File: src/rtl/selen_wb_pkg.sv
// Shared types for the Wishbone memory arbiter.
//   arb_state_e  : arbiter FSM state
//   arb_master_e : which master held the most recent grant (round-robin memory)
package selen_wb_pkg;
  typedef enum logic [1:0] {
    ARB_IDLE  = 2'd0,
    ARB_GNT_I = 2'd1,
    ARB_GNT_D = 2'd2
  } arb_state_e;

  typedef enum logic {
    GNT_I = 1'b0,
    GNT_D = 1'b1
  } arb_master_e;
endpackage

File: src/rtl/wb_arb_watchdog.sv
// Bus-timeout watchdog for the Wishbone arbiter.
// Counts cycles in which a strobe is outstanding without a slave response and
// pulses o_expire on the TIMEOUT-th such cycle. TIMEOUT = 0 disables it.
// Ports:
//   clk, rst   clock, async active-high reset
//   i_clr      clear the count (slave responded, or no grant held)
//   i_active   strobe outstanding with no ack/err this cycle
//   o_expire   combinational timeout pulse (only while i_active)
module wb_arb_watchdog #(
  parameter int TIMEOUT = 64
) (
  input  logic clk,
  input  logic rst,
  input  logic i_clr,
  input  logic i_active,
  output logic o_expire
);
  localparam int CW = (TIMEOUT > 0) ? $clog2(TIMEOUT + 1) : 1;

  generate
    if (TIMEOUT == 0) begin : g_off
      logic w_unused;
      assign w_unused = ^{clk, rst, i_clr, i_active};
      assign o_expire = 1'b0;
    end else begin : g_on
      localparam logic [CW-1:0] LAST = CW'(TIMEOUT - 1);
      logic [CW-1:0] r_cnt;

      // >= rather than == so a stuck count can never slip past the limit.
      assign o_expire = i_active && (r_cnt >= LAST);

      always_ff @(posedge clk or posedge rst) begin
        if (rst)                          r_cnt <= '0;
        else if (i_clr)                   r_cnt <= '0;
        else if (i_active && r_cnt < LAST) r_cnt <= r_cnt + 1'b1;
      end
    end
  endgenerate
endmodule

File: src/rtl/wb_mem_arbiter.sv
// Two-master Wishbone arbiter: CPU instruction (mi_*) and data (md_*) masters
// share one slave port (s_*). Round-robin on ties, grant held for the whole
// cyc burst, watchdog turns a hung strobe into err for the granted master.
// Ports:
//   clk, rst                        clock, async active-high reset
//   mi_cyc/stb/we/adr/dat_i/sel     I master request;  mi_dat_o/ack/err response
//   md_*                            same for D master
//   s_cyc/stb/we/adr/dat_o/sel      slave request;     s_dat_i/ack/err response
module wb_mem_arbiter
  import selen_wb_pkg::*;
#(
  parameter int ADDR_W  = 32,
  parameter int DATA_W  = 32,
  parameter int TIMEOUT = 64
) (
  input  logic                clk,
  input  logic                rst,
  input  logic                mi_cyc,
  input  logic                mi_stb,
  input  logic                mi_we,
  input  logic [ADDR_W-1:0]   mi_adr,
  input  logic [DATA_W-1:0]   mi_dat_i,
  input  logic [DATA_W/8-1:0] mi_sel,
  output logic [DATA_W-1:0]   mi_dat_o,
  output logic                mi_ack,
  output logic                mi_err,
  input  logic                md_cyc,
  input  logic                md_stb,
  input  logic                md_we,
  input  logic [ADDR_W-1:0]   md_adr,
  input  logic [DATA_W-1:0]   md_dat_i,
  input  logic [DATA_W/8-1:0] md_sel,
  output logic [DATA_W-1:0]   md_dat_o,
  output logic                md_ack,
  output logic                md_err,
  output logic                s_cyc,
  output logic                s_stb,
  output logic                s_we,
  output logic [ADDR_W-1:0]   s_adr,
  output logic [DATA_W-1:0]   s_dat_o,
  output logic [DATA_W/8-1:0] s_sel,
  input  logic [DATA_W-1:0]   s_dat_i,
  input  logic                s_ack,
  input  logic                s_err
);
  arb_state_e  r_state;
  arb_master_e r_last;
  logic        w_gi, w_gd, w_cyc_raw, w_stb_raw, w_expire;

  assign w_gi = (r_state == ARB_GNT_I);
  assign w_gd = (r_state == ARB_GNT_D);

  // Request mux: the granted master drives the slave, IDLE drives nothing.
  always_comb begin
    w_cyc_raw = 1'b0;
    w_stb_raw = 1'b0;
    s_we      = 1'b0;
    s_adr     = '0;
    s_dat_o   = '0;
    s_sel     = '0;
    if (w_gi) begin
      w_cyc_raw = mi_cyc; w_stb_raw = mi_stb; s_we = mi_we;
      s_adr = mi_adr; s_dat_o = mi_dat_i; s_sel = mi_sel;
    end else if (w_gd) begin
      w_cyc_raw = md_cyc; w_stb_raw = md_stb; s_we = md_we;
      s_adr = md_adr; s_dat_o = md_dat_i; s_sel = md_sel;
    end
  end

  // On expiry the slave cycle is cut in the same cycle the err is raised.
  assign s_cyc = w_cyc_raw & ~w_expire;
  assign s_stb = w_stb_raw & ~w_expire;

  // Responses go to the granted master only.
  assign mi_ack   = w_gi & s_ack;
  assign md_ack   = w_gd & s_ack;
  assign mi_err   = w_gi & (s_err | w_expire);
  assign md_err   = w_gd & (s_err | w_expire);
  assign mi_dat_o = w_gi ? s_dat_i : '0;
  assign md_dat_o = w_gd ? s_dat_i : '0;

  // Every grant change passes through IDLE, so clearing there covers it.
  // A same-cycle ack/err keeps i_active low, so ack beats timeout.
  wb_arb_watchdog #(.TIMEOUT(TIMEOUT)) u_wdog (
    .clk      (clk),
    .rst      (rst),
    .i_clr    ((r_state == ARB_IDLE) | s_ack | s_err),
    .i_active (w_stb_raw & ~s_ack & ~s_err),
    .o_expire (w_expire)
  );

  always_ff @(posedge clk or posedge rst) begin
    if (rst) begin
      r_state <= ARB_IDLE;
      r_last  <= GNT_I;
    end else begin
      case (r_state)
        ARB_IDLE: begin
          if (mi_cyc && md_cyc) r_state <= (r_last == GNT_I) ? ARB_GNT_D : ARB_GNT_I;
          else if (mi_cyc)      r_state <= ARB_GNT_I;
          else if (md_cyc)      r_state <= ARB_GNT_D;
        end
        ARB_GNT_I: if (!mi_cyc || w_expire) begin
          r_state <= ARB_IDLE;
          r_last  <= GNT_I;
        end
        ARB_GNT_D: if (!md_cyc || w_expire) begin
          r_state <= ARB_IDLE;
          r_last  <= GNT_D;
        end
        default: r_state <= ARB_IDLE;
      endcase
    end
  end
endmodule

File: config.mk
export PLATFORM = sky130hd
export DESIGN_NAME = wb_mem_arbiter
export DESIGN_NICKNAME = d
export VERILOG_FILES = /design/src/rtl/selen_wb_pkg.sv /design/src/rtl/wb_arb_watchdog.sv /design/src/rtl/wb_mem_arbiter.sv
export SDC_FILE = /design/constraint.sdc
export NUM_CORES = 1
export LEC_CHECK = 0
export CORE_AREA = 2 2 122 124
export CTS_CLUSTER_DIAMETER = 80
export CTS_CLUSTER_SIZE = 8
export DETAILED_ROUTE_END_ITERATION = 6
export DIE_AREA = 0 0 124 126
export GPL_TIMING_DRIVEN = 0
export HOLD_SLACK_MARGIN = 0.02
export PLACE_DENSITY = 0.56
export SLEW_MARGIN = 20
export SYNTH_ARGS = -nofsm -noshare
export SYNTH_HDL_FRONTEND = slang
export SYNTH_SLANG_ARGS = --single-unit
File: constraint.sdc
create_clock -name clk -period 2.4 [get_ports clk]
set_input_delay 0.48 -clock clk [delete_from_list [all_inputs] [get_ports clk]]
set_output_delay 0.48 -clock clk [all_outputs]
set_load 0.02 [all_outputs]
# Word level (Yosys, flattened, before mapping)
# Index checks and enable logic that the tools add are counted.
totals:
  regBits: 10
  inputBits: 178
  out_inout_bits: 139
op_classes:
  add_sub_neg: 1
  n_lt_le_gt_ge: 2
  eq_ne: 5
  mux: 26
  n_bitwise: 14
  reduce_logical: 12
op_table:
  columns: ["cell", "n"]
  rows:
  - ["$mux 32", 6]
  - ["$mux 7", 2]
  - ["$mux 2", 6]
  - ["$and 1x1->1", 8]
  - ["$mux 1", 8]
  - ["$mux 4", 2]
  - ["$add 7x1->7 const B", 1]
  - ["$ge 7x6->1 const B", 1]
  - ["$lt 7x6->1 const B", 1]
  - ["$pmux 2 s3", 1]
  - ["$reduce_and 3->1", 2]
  - ["$ne 2x1->1 const B", 2]
  - ["$ne 4x3->1 const B", 1]
  - ["$reduce_bool 2->1", 2]
  - ["$logic_and 1x1->1", 3]
  - ["$not 1->1", 3]
  - ["$or 1x1->1", 3]
  - ["$eq 2x1->1 const B", 1]
  - ["$eq 2x2->1 const B", 1]
  - ["$logic_not 1->1", 2]
  - ["$logic_not 2->1", 1]
  - ["$logic_or 1x1->1", 2]
  - ["$pmux 1 s2", 1]

# Longest topological paths before layout
# Gate-level depths: netlist of run 1.
logic_depth:
  ltp_word: 9
  mapped_depth: 6
  ltp_nobuf: 5

# Cells and area by module
# From an unflattened synthesis of run 1, not the netlist that was laid out.
unflattened:
  hier_cells: 223
  area_unflattened_um2: 1771.7
by_module_without_submodules:
  columns: ["mod", "instances", "cells_each", "area_each_um2", "seq_area_each_um2"]
  rows:
  - ["wb_mem_arbiter", 1, 188, 1386.3, 75.1]
  - ["wb_arb_watchdog", 1, 35, 385.4, 175.2]

# Worst setup path after synthesis of run 1
# OpenSTA, ideal clock, no wires.
synth_timing:
  kind: "reg2out"
  start: "reg r_state[1]"
  end: "out s_dat_o[13]"
  t_arrival_ns: 1.496
  required_ns: 1.920
  path_slack_ns: 0.424
  stages_incl_launch_ff: 6
  n_path_buf: 3
  cell_sequence: "dfrtp_1 > buf_6 > nor2_1 > buf_2 > buf_1 > a22o_1"
synth_between:
  elab_chain_cells: 3
synth_rtl:
  columns: ["item", "line_no", "text"]
  rows:
  - ["start, declared", "wb_mem_arbiter.sv:46", "arb_state_e r_state;"]
  - ["start signal, assigned", "wb_mem_arbiter.sv:99", "if (mi_cyc && md_cyc) r_state <= (r_last == GNT_I) ? ARB_GNT_D : ARB_GNT_I;"]
  - ["$eq 2x2->1", "wb_mem_arbiter.sv:51", "assign w_gd = (r_state == ARB_GNT_D);"]
  - ["$mux 32", "wb_mem_arbiter.sv:64", "end else if (w_gd) begin"]
  - ["$mux 32 *", "wb_mem_arbiter.sv:61", "if (w_gi) begin"]
  - ["end, declared", "wb_mem_arbiter.sv:40", "output logic [DATA_W-1:0] s_dat_o,"]
# Every way passes the cells marked *; elsewhere a longest branch is shown, timed or not.

# Worst setup path after layout of run 1
layout_timing:
  start: "in mi_stb"
  end: "out mi_err"
layout_between:
  elab_chain_cells: 6
layout_rtl:
  columns: ["item", "line_no", "text"]
  rows:
  - ["start, declared", "wb_mem_arbiter.sv:19", "input logic mi_stb,"]
  - ["$mux 1", "wb_mem_arbiter.sv:61", null]
  - ["$and 1x1->1 (2 in a row)", "wb_mem_arbiter.sv:88", ".i_active (w_stb_raw & ~s_ack & ~s_err),"]
  - ["$logic_and 1x1->1", "wb_arb_watchdog.sv:30", "assign o_expire = i_active && (r_cnt >= LAST);"]
  - ["$or 1x1->1", "wb_mem_arbiter.sv:77", "assign mi_err = w_gi & (s_err | w_expire);"]
  - ["$and 1x1->1", "wb_mem_arbiter.sv:77", null]
  - ["end, declared", "wb_mem_arbiter.sv:26", "output logic mi_err,"]
# Every way passes these cells.

==> results of run 1 <==
[what timing repair did]
action	in CTS	in global routing
gates cloned	0	0
pin swaps	2	0
setup endpoints to repair	139	78
resized for setup	226	81
buffers inserted	6	0
[power breakdown]
group / internal [mW] / total (mW) / switching [mW]
sequential: 0.180 / 0.192 / 0.0117
combinational: 0.738 / 1.53 / 0.789
clock: 0.250 / 0.327 / 0.0766
total: 1.17 / 2.05 / 0.878
[cell usage after synthesis, types with 2 or more instances]
library cell  number  area share [%]
nor2_1             7             1.5
a2111oi_0          2             1.0
o21a_1             5             2.2
nand2_1            7             1.5
buf_1              2            0.43
buf_2              5             1.4
nand4_1            2            0.72
a22o_1            69              35
a21oi_1            3            0.86
o31ai_1            2            0.86
clkbuf_1          16             3.5
dfrtp_1           10              14
mux2i_1            2             1.2
inv_1              6             1.3
and2_1            66              24
o21ai_0            3            0.86
[worst paths after layout]
kind	start	endpoint	cells past startpoint
worst max-delay path	mi_stb	mi_err	6
worst max register to register	r_state[1]$_DFFE_PP0P_	u_wdog.g_on.r_cnt[3]$_DFFE_PP0P_	6
min in group asynchronous	rst	r_state[1]$_DFFE_PP0P_	2
max in group asynchronous	rst	r_state[0]$_DFFE_PP0P_	2
worst min-delay path	u_wdog.g_on.r_cnt[5]$_DFFE_PP0P_	u_wdog.g_on.r_cnt[5]$_DFFE_PP0P_	1
worst min register to register	u_wdog.g_on.r_cnt[5]$_DFFE_PP0P_	u_wdog.g_on.r_cnt[5]$_DFFE_PP0P_	1
[kinds of logic (layout without fill, tap and decap cells)]
| family | Yosys count | in the layout | share of synthesized area, % |
|---|---|---|---|
| simple gates | 90 | 90 | 30.9 |
| compound gates | 93 | 93 | 45.5 |
| buf+inv | 30 | 355 | 7.28 |
| fa+ha+maj | 1 | 1 | 0.720 |
| mux | 2 | 2 | 1.15 |
| flops | 10 | 10 | 14.4 |
[state kept, by name, indices dropped and copies added (netlist names)]
signal             cells
u_wdog.g_on.r_cnt      7
r_state                2
r_last                 1
[routing by layer]
metal / part of all wire (%) / wire length (um) / up-vias / GRT usage [%]
met5: 0 / 0 / - / 0
met4: 0.82 / 109 / 0 / 2.51
met2: 51 / 6740 / 161 / 29.0
met1: 39 / 5210 / 1407 / 17.8
li1: - / - / 1496 / -
met3: 9.4 / 1260 / 9 / 5.30
[critical path, stage by stage]
cell and delay (ns):
clkdlybuf4s50_1 0.40, and3b_2 0.24, o21ai_4 0.20, nor2_4 0.08, o21a_1 0.17, clkdlybuf4s15_1 0.28
[metrics by stage]
stage	setup WS, ns	TNS, ns	hold WS (ns)	utilization [%]
2_1_floorplan	0.424	0	0.320	-
4_1_cts	-0.00109	-0.00113	0.496	36.5
3_3_place_gp	-0.790	-64.65	0.484	35.8
3_5_place_dp	-0.901	-72.00	0.491	35.8
5_1_grt	-0.0307	-0.0835	0.528	35.5
6_report	0.0690	0	0.492	35.5
[cell type report]
cell class | instances | share of cell area (%)
buffer | 23 | 3.35
clock buffer | 4 | 1.75
inverter | 6 | 0.443
multi-input combinational | 186 | 27.4
sequential | 10 | 4.95
tap | 184 | 4.53
timing repair buffer | 322 | 57.6
[placed cells by master, fill, tap and decap left out, types with 3 or more instances in the layout]
| master | count |
|---|---|
| buf_4 | 9 |
| nor2_1 | 4 |
| o21a_1 | 5 |
| clkbuf_8 | 3 |
| dfrtp_1 | 9 |
| clkdlybuf4s50_1 | 176 |
| buf_6 | 4 |
| dlygate4sd2_1 | 73 |
| clkbuf_16 | 3 |
| a22o_1 | 69 |
| clkdlybuf4s15_1 | 15 |
| inv_1 | 5 |
| nand2_1 | 7 |
| o21ai_0 | 3 |
| buf_2 | 5 |
| nor2_4 | 3 |
| clkbuf_2 | 48 |
| a21oi_1 | 3 |
| and2_1 | 66 |
| clkdlybuf4s15_2 | 11 |
==> impl_metrics.yaml, run 1 <==
run_status:
  status: "finished, final reports clean"
floorplanning:
  io_pins: 317
  core_area_mm2: 0.0143
  start_util_pct: 12.1
  dieArea_mm2: 0.0156
  die_y_um: 126
  die_w_um: 124
  rows: 44
sta:
  slew_headroom_pct: 72.3
  clock.fmax_mhz: 429
  setup_viol: 0
  period_share_pct: 97.1
  hold_viol_final: 0
  worst_pin_slew_ns: 0.405
  rsz0062_at_grt: "yes"
  finalCriticalPeriod_ns: 2.33
  fin_skew_ns: 0.000554
  slew_violations: 0
clock_network:
  h-tree-depth: 1
  cts_root_buf: "clkbuf_16"
  path_clk_slew_ns: 0.04
  cts_buffers: 3
  cts_sinks: 10
  postCtsHoldBufs: 0
  insertion_delay_ns: 0.24
  clockBufferDepth: 2
  cts_tree: "yes"
global_routing:
  antenna_found_initial: 0
  track_usage_pct: 15.8
  grt_pass1_wl_mm: 18.8
  grt_pass1_vias: 3263
  grt_max_degree: 11
  gr-total-overflow: 0
finish:
  seq_area_um2: 251
  final_cell_area_mm2: 0.00508
  antenna_cells: 0
  nets: 731
  area_delta_synth_final_pct: 193
  drive_gt1_share_pct: 17.4
  final_cells: 735
  multi_input_area_mm2: 0.00139
  fillCellCount: 1552
detailed_routing:
  vias_per_cell: 4.18
  antenna_left: 0
  via_count: 3073
  drt-wirelength-per-cell_um: 18.1
  drt_first_iter_violations: 73
  drc: 0
  firstDrtPassIters: 5
  routed_wl_mm: 13.3
synthesis:
  syn_nets: 405
  synth_ff_type: "dfrtp_1"
  ys_types: 35
  netlist_instances: 226
  syn_area_per_cell_um2: 7.68
  yosys_warnings: 0
  ys_ff_latch: 10
  synth-edff-count: 0
  seq_area_frac_synth_pct: 14.4
  syn_area_mm2: 0.00174
  synth-async-reset-ratio_pct: 100
hold_path:
  hold_class: "reg2reg"
power:
  power_mw: 2.05
  ir_worst_vdd_v: 0.000194
  p_per_area_mw_per_mm2: 403
  power.leakage_nw: 2.43
worst_setup_path:
  cp_max_fo: 4
  crit_arrival_ns: 1.85
  worstPathRequired_ns: 1.92
  r2r_slack_ns: 0.63
  critPathLaunchType: "primary input"
  crit_type: "in2out"
  crit_path_end_kind: "output pin"
placed_design:
  hpwl_mm: 11.6
  placed_area_mm2: 0.00513
  dpl.cell_count: 726
  gp_congestion: 0.874
  io_buffer_count: 316
run:
  drv_cap: 0
No activity file was read; power rests on OpenSTA's default activity.
==> run 2, diff against run 1 <==
--- a/config.mk
+++ b/config.mk
@@ -5,14 +5,14 @@
 export SDC_FILE = /design/constraint.sdc
 export NUM_CORES = 1
 export LEC_CHECK = 0
-export CORE_AREA = 2 2 122 124
+export CORE_AREA = 2 2 123 125
 export CTS_CLUSTER_DIAMETER = 80
 export CTS_CLUSTER_SIZE = 8
 export DETAILED_ROUTE_END_ITERATION = 6
-export DIE_AREA = 0 0 124 126
+export DIE_AREA = 0 0 125 127
 export GPL_TIMING_DRIVEN = 0
 export HOLD_SLACK_MARGIN = 0.02
-export PLACE_DENSITY = 0.56
+export PLACE_DENSITY = 0.55
 export SLEW_MARGIN = 20
 export SYNTH_ARGS = -nofsm -noshare
 export SYNTH_HDL_FRONTEND = slang
==> constraint.sdc (replaced) <==
create_clock -name clk -period 2.9 [get_ports clk]
set_input_delay 0.58 -clock clk [delete_from_list [all_inputs] [get_ports clk]]
set_output_delay 0.58 -clock clk [all_outputs]
set_load 0.02 [all_outputs]
==> run 2 against run 1 <==
Against the previous run:
- via count decreased by 0.75%
- hold slack improved by 0.0054 ns
- largest power group unchanged
- critical path depth up 1
- count of clock-buffer cells in the layout stayed put
- clock power decreased by 18%
- combinational power fell by 9%
==> impl_metrics.yaml, run 2 (synthesized netlist as in run 1, its figures left out) <==
run_status:
  status: "finished, final reports clean"
floorplanning:
  die_y_um: 127
  die_w_um: 125
  start_util_pct: 12.0
  core_area_mm2: 0.0144
  io_pins: 317
  dieArea_mm2: 0.0159
  rows: 44
placed_design:
  io_buffer_count: 316
  placed_area_mm2: 0.00513
  hpwl_mm: 11.4
  gp_congestion: 0.847
worst_setup_path:
  critPathLaunchType: "flop"
  r2r_slack_ns: 1.21
  r2r_end: "u_wdog.g_on.r_cnt[3]$_DFFE_PP0P_"
  cp_max_fo: 10
  reg2reg_depth: 5
  crit-reg2reg-launch: "r_state[1]$_DFFE_PP0P_"
  crit_type: "reg2out"
  crit_arrival_ns: 2.23
  worstPathRequired_ns: 2.32
  crit_path_end_kind: "output pin"
finish:
  reg_top3: "u_wdog.g_on.r_cnt x7, r_state x2, r_last x1"
  seq_area_um2: 250
  final_common_cell: "clkdlybuf4s50_1"
  final_cell_mix: "clkdlybuf4s50_1 (280), a22o_1 (69), and2_1 (66), dlymetal6s2s_1 (21), dlygate4sd2_1 (15)"
  regMostFlops: "u_wdog.g_on.r_cnt"
  largest_reg_flops: 7
  antenna_cells: 0
  drive_gt1_share_pct: 6.03
  area_delta_synth_final_pct: 206
  final_cell_area_mm2: 0.00532
  fin_util_pct: 36.9
  fillCellCount: 1521
  multi_input_area_mm2: 0.00138
  nets: 727
detailed_routing:
  firstDrtPassIters: 4
  drc: 0
  antenna_left: 0
  vias_per_cell: 4.17
  routed_wl_mm: 13.4
  via_count: 3050
  drt_first_iter_violations: 145
  drt-wirelength-per-cell_um: 18.3
sta:
  worst_pin_slew_ns: 0.401
  clock.fmax_mhz: 356
  finalCriticalPeriod_ns: 2.81
  fin_skew_ns: 0.00248
  slew_headroom_pct: 73.0
  setup_viol: 0
  hold_viol_final: 0
  slew_violations: 0
  period_share_pct: 96.8
  rsz0062_at_grt: "yes"
power:
  p_per_area_mw_per_mm2: 340
  power.leakage_nw: 2.42
  ir_worst_vdd_v: 0.000170
clock_network:
  clockBufferDepth: 2
  cts_sinks: 10
  h-tree-depth: 1
  cts_root_buf: "clkbuf_16"
  insertion_delay_ns: 0.23
  path_clk_slew_ns: 0.04
  postCtsHoldBufs: 0
  cts_tree: "yes"
  cts_buffers: 3
global_routing:
  grt_max_degree: 12
  antenna_found_initial: 0
  grt_pass1_vias: 3189
  gr-total-overflow: 0
  track_usage_pct: 15.2
  grt_pass1_wl_mm: 18.9
hold_path:
  hold_start: "u_wdog.g_on.r_cnt[5]$_DFFE_PP0P_"
  hold_class: "reg2reg"
  hold_path_end: "u_wdog.g_on.r_cnt[5]$_DFFE_PP0P_"
  hold_path_depth: 1
run:
  drv_cap: 0
[run 2: changes by cell type in the layout (fill, tap and decap cells not counted), moves of 2 or more]
cell,change
clkdlybuf4s15_1,-15
clkdlybuf4s50_1,+104
clkbuf_1,+3
clkbuf_4,+2
dlygate4sd2_1,-58
clkbuf_8,-2
clkbuf_2,-40
buf_4,-7
dlymetal6s2s_1,+21
clkdlybuf4s15_2,-11
[run 2: timing repair]
| item | 4_1_cts | 5_1_grt |
|---|---|---|
| buffers inserted | 2 | 0 |
| resized for setup | 37 | 31 |
| pin swaps | 1 | 0 |
| endpoints found under the hold margin | 0 | 0 |
| setup endpoints to repair | 139 | 63 |
[run 2: worst max path at each step]
stage                     cells after the start                    from  slack, ns     endpoint
after floorplan                               5  r_state[1]$_DFFE_PP0P_       0.82  s_dat_o[13]
after global placement                        6  r_state[0]$_DFFE_PP0P_      -0.61  s_dat_o[28]
after global routing                          7  r_state[1]$_DFFE_PP0P_      -0.05  s_dat_o[29]
after CTS                                     7  r_state[1]$_DFFE_PP0P_      0.002   s_dat_o[8]
final                                         7  r_state[1]$_DFFE_PP0P_       0.09   s_dat_o[9]
after detailed placement                      6  r_state[0]$_DFFE_PP0P_      -0.64  s_dat_o[28]
[run 2: final cells by class]
class	instances	area share [%]
Timing Repair Buffer	318	60.4
Multi-Input combinational cell	186	25.9
Sequential cell	10	4.70
Tap cell	184	4.33
Buffer	23	2.63
Clock buffer	4	1.67
Inverter	6	0.423
[run 2: per-layer routing]
metal | routed length [um] | share of wire, % | global-route usage, %
met1 | 5110 | 38 | 17.4
met2 | 7130 | 53 | 29.2
met5 | 0 | 0 | 0
met4 | 129 | 0.96 | 2.48
met3 | 1000 | 7.5 | 3.60
[run 2: metrics by stage]
step / power, mW / TNS [ns] / hold slack, ns / worst slack, ns / std cells
finish: 1.81 / 0 / 0.497 / 0.0921 / 731
global route: 1.91 / -0.683 / 0.548 / -0.0521 / 731
detailed placement: 1.55 / -30.66 / 0.492 / -0.635 / 726
global placement: 1.56 / -30.56 / 0.482 / -0.611 / 726
floorplan: 0.773 / 0 / 0.420 / 0.824 / 226
CTS: 1.84 / 0 / 0.499 / 0.00217 / 731
[run 2: power by group]
part	internal, mW	switching, mW
clock network	0.207	0.0608
registers	0.149	0.00894
logic	0.731	0.655
[run 2: worst max-delay path, cell delays in order, from the launching register on]
cell and delay, ns:
dfrtp_1 0.33, buf_6 0.13, nor2b_1 0.14, clkbuf_4 0.21, buf_6 0.18, buf_2 0.23
a22o_1 0.15, clkdlybuf4s50_1 0.62
==> run 3, diff against run 2 <==
--- a/config.mk
+++ b/config.mk
@@ -17,3 +17,4 @@
 export SYNTH_ARGS = -nofsm -noshare
 export SYNTH_HDL_FRONTEND = slang
 export SYNTH_SLANG_ARGS = --single-unit
+export TNS_END_PERCENT = 30
==> run 3 against run 2 <==
Against the previous run:
- via count rose by 0.33%
- sequential power about the same
- flip-flop and latch count is the same
- hold slack worse by 0.00061 ns
- wire length hardly changed
- combinational power barely moved
- first-iteration DRC count rose by 2.8%
- maximum frequency is essentially flat
==> impl_metrics.yaml, run 3 (synthesized netlist as in run 1, its figures left out) <==
worst_setup_path:
  r2r_slack_ns: 1.22
  crit_start: "r_state[1]$_DFFE_PP0P_"
  reg2reg_depth: 5
  crit_path_end_kind: "output pin"
  crit-reg2reg-launch: "r_state[1]$_DFFE_PP0P_"
  crit_arrival_ns: 2.23
  r2r_end: "u_wdog.g_on.r_cnt[3]$_DFFE_PP0P_"
  setup.worst_path.end: "s_dat_o[9]"
  crit_type: "reg2out"
  cp_max_fo: 10
  critPathLaunchType: "flop"
  worstPathRequired_ns: 2.32
global_routing:
  grt_pass1_wl_mm: 18.9
  grt_max_degree: 11
  track_usage_pct: 15.2
  gr-total-overflow: 0
  antenna_found_initial: 0
  grt_pass1_vias: 3185
clock_network:
  cts_sinks: 10
  path_clk_slew_ns: 0.04
  insertion_delay_ns: 0.23
  cts_root_buf: "clkbuf_16"
  cts_tree: "yes"
  h-tree-depth: 1
  cts_buffers: 3
  clockBufferDepth: 2
floorplanning:
  die_w_um: 125
  dieArea_mm2: 0.0159
  core_area_mm2: 0.0144
  start_util_pct: 12.0
  rows: 44
  io_pins: 317
  die_y_um: 127
finish:
  area_delta_synth_final_pct: 207
  seq_area_um2: 250
  final_cell_mix: "clkdlybuf4s50_1 (279), a22o_1 (69), and2_1 (66), dlymetal6s2s_1 (23), dlygate4sd2_1 (14)"
  fin_util_pct: 37.0
  drive_gt1_share_pct: 6.20
  antenna_cells: 0
  largest_reg_flops: 7
  multi_input_area_mm2: 0.00138
  fillCellCount: 1520
  final_cell_area_mm2: 0.00533
  reg_top3: "u_wdog.g_on.r_cnt x7, r_state x2, r_last x1"
  nets: 728
  regMostFlops: "u_wdog.g_on.r_cnt"
  final_common_cell: "clkdlybuf4s50_1"
detailed_routing:
  drt_first_iter_violations: 149
  antenna_left: 0
  routed_wl_mm: 13.4
  firstDrtPassIters: 4
  vias_per_cell: 4.18
  drt-wirelength-per-cell_um: 18.3
  drc: 0
  via_count: 3060
hold_path:
  hold_start: "u_wdog.g_on.r_cnt[5]$_DFFE_PP0P_"
  hold_class: "reg2reg"
  hold_path_depth: 1
placed_design:
  gp_congestion: 0.847
  hpwl_mm: 11.4
  io_buffer_count: 316
  placed_area_mm2: 0.00513
power:
  power.leakage_nw: 2.46
  p_comb_share_pct: 76.5
  ir_worst_vdd_v: 0.000170
  swShare_pct: 40.0
  p_switching_mw: 0.724
  p_int_mw: 1.09
  p_clk_share_pct: 14.8
  power_frac_seq_pct: 8.7
  p_per_area_mw_per_mm2: 340
sta:
  hold_viol_final: 0
  finalCriticalPeriod_ns: 2.81
  slew_violations: 0
  fin_skew_ns: 0.00192
  slew_headroom_pct: 73.4
  period_share_pct: 96.8
  worst_pin_slew_ns: 0.395
  clock.fmax_mhz: 356
  rsz0062_at_grt: "yes"
  setup_viol: 0
run_status:
  status: "finished, final reports clean"
run:
  drv_cap: 0
run 3: cell types whose count changed in the layout (fill, tap and decap cells not counted):
cell and change:
dlymetal6s2s_1 +2, dlygate4sd2_1 -1, clkbuf_4 -1, clkdlybuf4s50_1 -1, clkbuf_2 +2
run 3: layout make-up:
| class | count | share of cell area [%] |
|---|---|---|
| Inverter | 6 | 0.423 |
| Tap cell | 184 | 4.32 |
| Buffer | 24 | 2.68 |
| Multi-Input combinational cell | 186 | 25.8 |
| Sequential cell | 10 | 4.69 |
| Timing Repair Buffer | 318 | 60.4 |
| Clock buffer | 4 | 1.67 |
run 3: power by group through the flow:
| stage | combinational [mW] | sequential [mW] | clock (mW) |
|---|---|---|---|
| after global placement | 1.40 | 0.159 | 0 |
| after CTS | 1.41 | 0.157 | 0.274 |
| after floorplan | 0.616 | 0.157 | 0 |
| after global routing | 1.47 | 0.159 | 0.281 |
| final | 1.39 | 0.158 | 0.268 |
| after detailed placement | 1.40 | 0.159 | 0 |
run 3: how the worst min path moves through the flow:
| stage | end | slack, ns |
|---|---|---|
| after detailed placement | u_wdog.g_on.r_cnt[5]$_DFFE_PP0P_ | 0.49 |
| after floorplan | r_last$_DFFE_PP0P_ | 0.42 |
| after global routing | u_wdog.g_on.r_cnt[5]$_DFFE_PP0P_ | 0.55 |
| after CTS | u_wdog.g_on.r_cnt[5]$_DFFE_PP0P_ | 0.50 |
| after global placement | u_wdog.g_on.r_cnt[5]$_DFFE_PP0P_ | 0.48 |
| final | u_wdog.g_on.r_cnt[5]$_DFFE_PP0P_ | 0.50 |
run 3: metal layers:
layer / global-route usage [%] / share of wire (%) / vias to the layer above
li1: - / - / 1488
met3: 3.56 / 7.1 / 6
met2: 29.2 / 54 / 155
met5: 0 / 0 / -
met1: 17.4 / 38 / 1411
met4: 2.48 / 0.96 / 0
run 3: stage by stage:
stage	hold slack, ns	setup TNS, ns	cells	total power [mW]	setup WS, ns
2_1_floorplan	0.420	0	226	0.773	0.824
3_3_place_gp	0.482	-30.56	726	1.56	-0.611
3_5_place_dp	0.492	-30.66	726	1.55	-0.635
4_1_cts	0.499	-0.0250	732	1.84	-0.0250
5_1_grt	0.548	-0.664	732	1.91	-0.0521
6_report	0.497	0	732	1.81	0.0915
run 3: worst max-delay path: stages (launching register included):
cell and delay [ns]:
dfrtp_1 0.33, buf_6 0.13, nor2b_1 0.14, clkbuf_4 0.21, buf_6 0.18, buf_2 0.23, a22o_1 0.15, clkdlybuf4s50_1 0.62
run 3: timing repair:
action                                  4_1_cts  5_1_grt
pin swaps                                     1        0
hold buffers                                  0        0
resized for setup                            37       31
endpoints found under the setup margin      139       64
hold endpoints to repair                      0        0
buffers inserted                              2        0
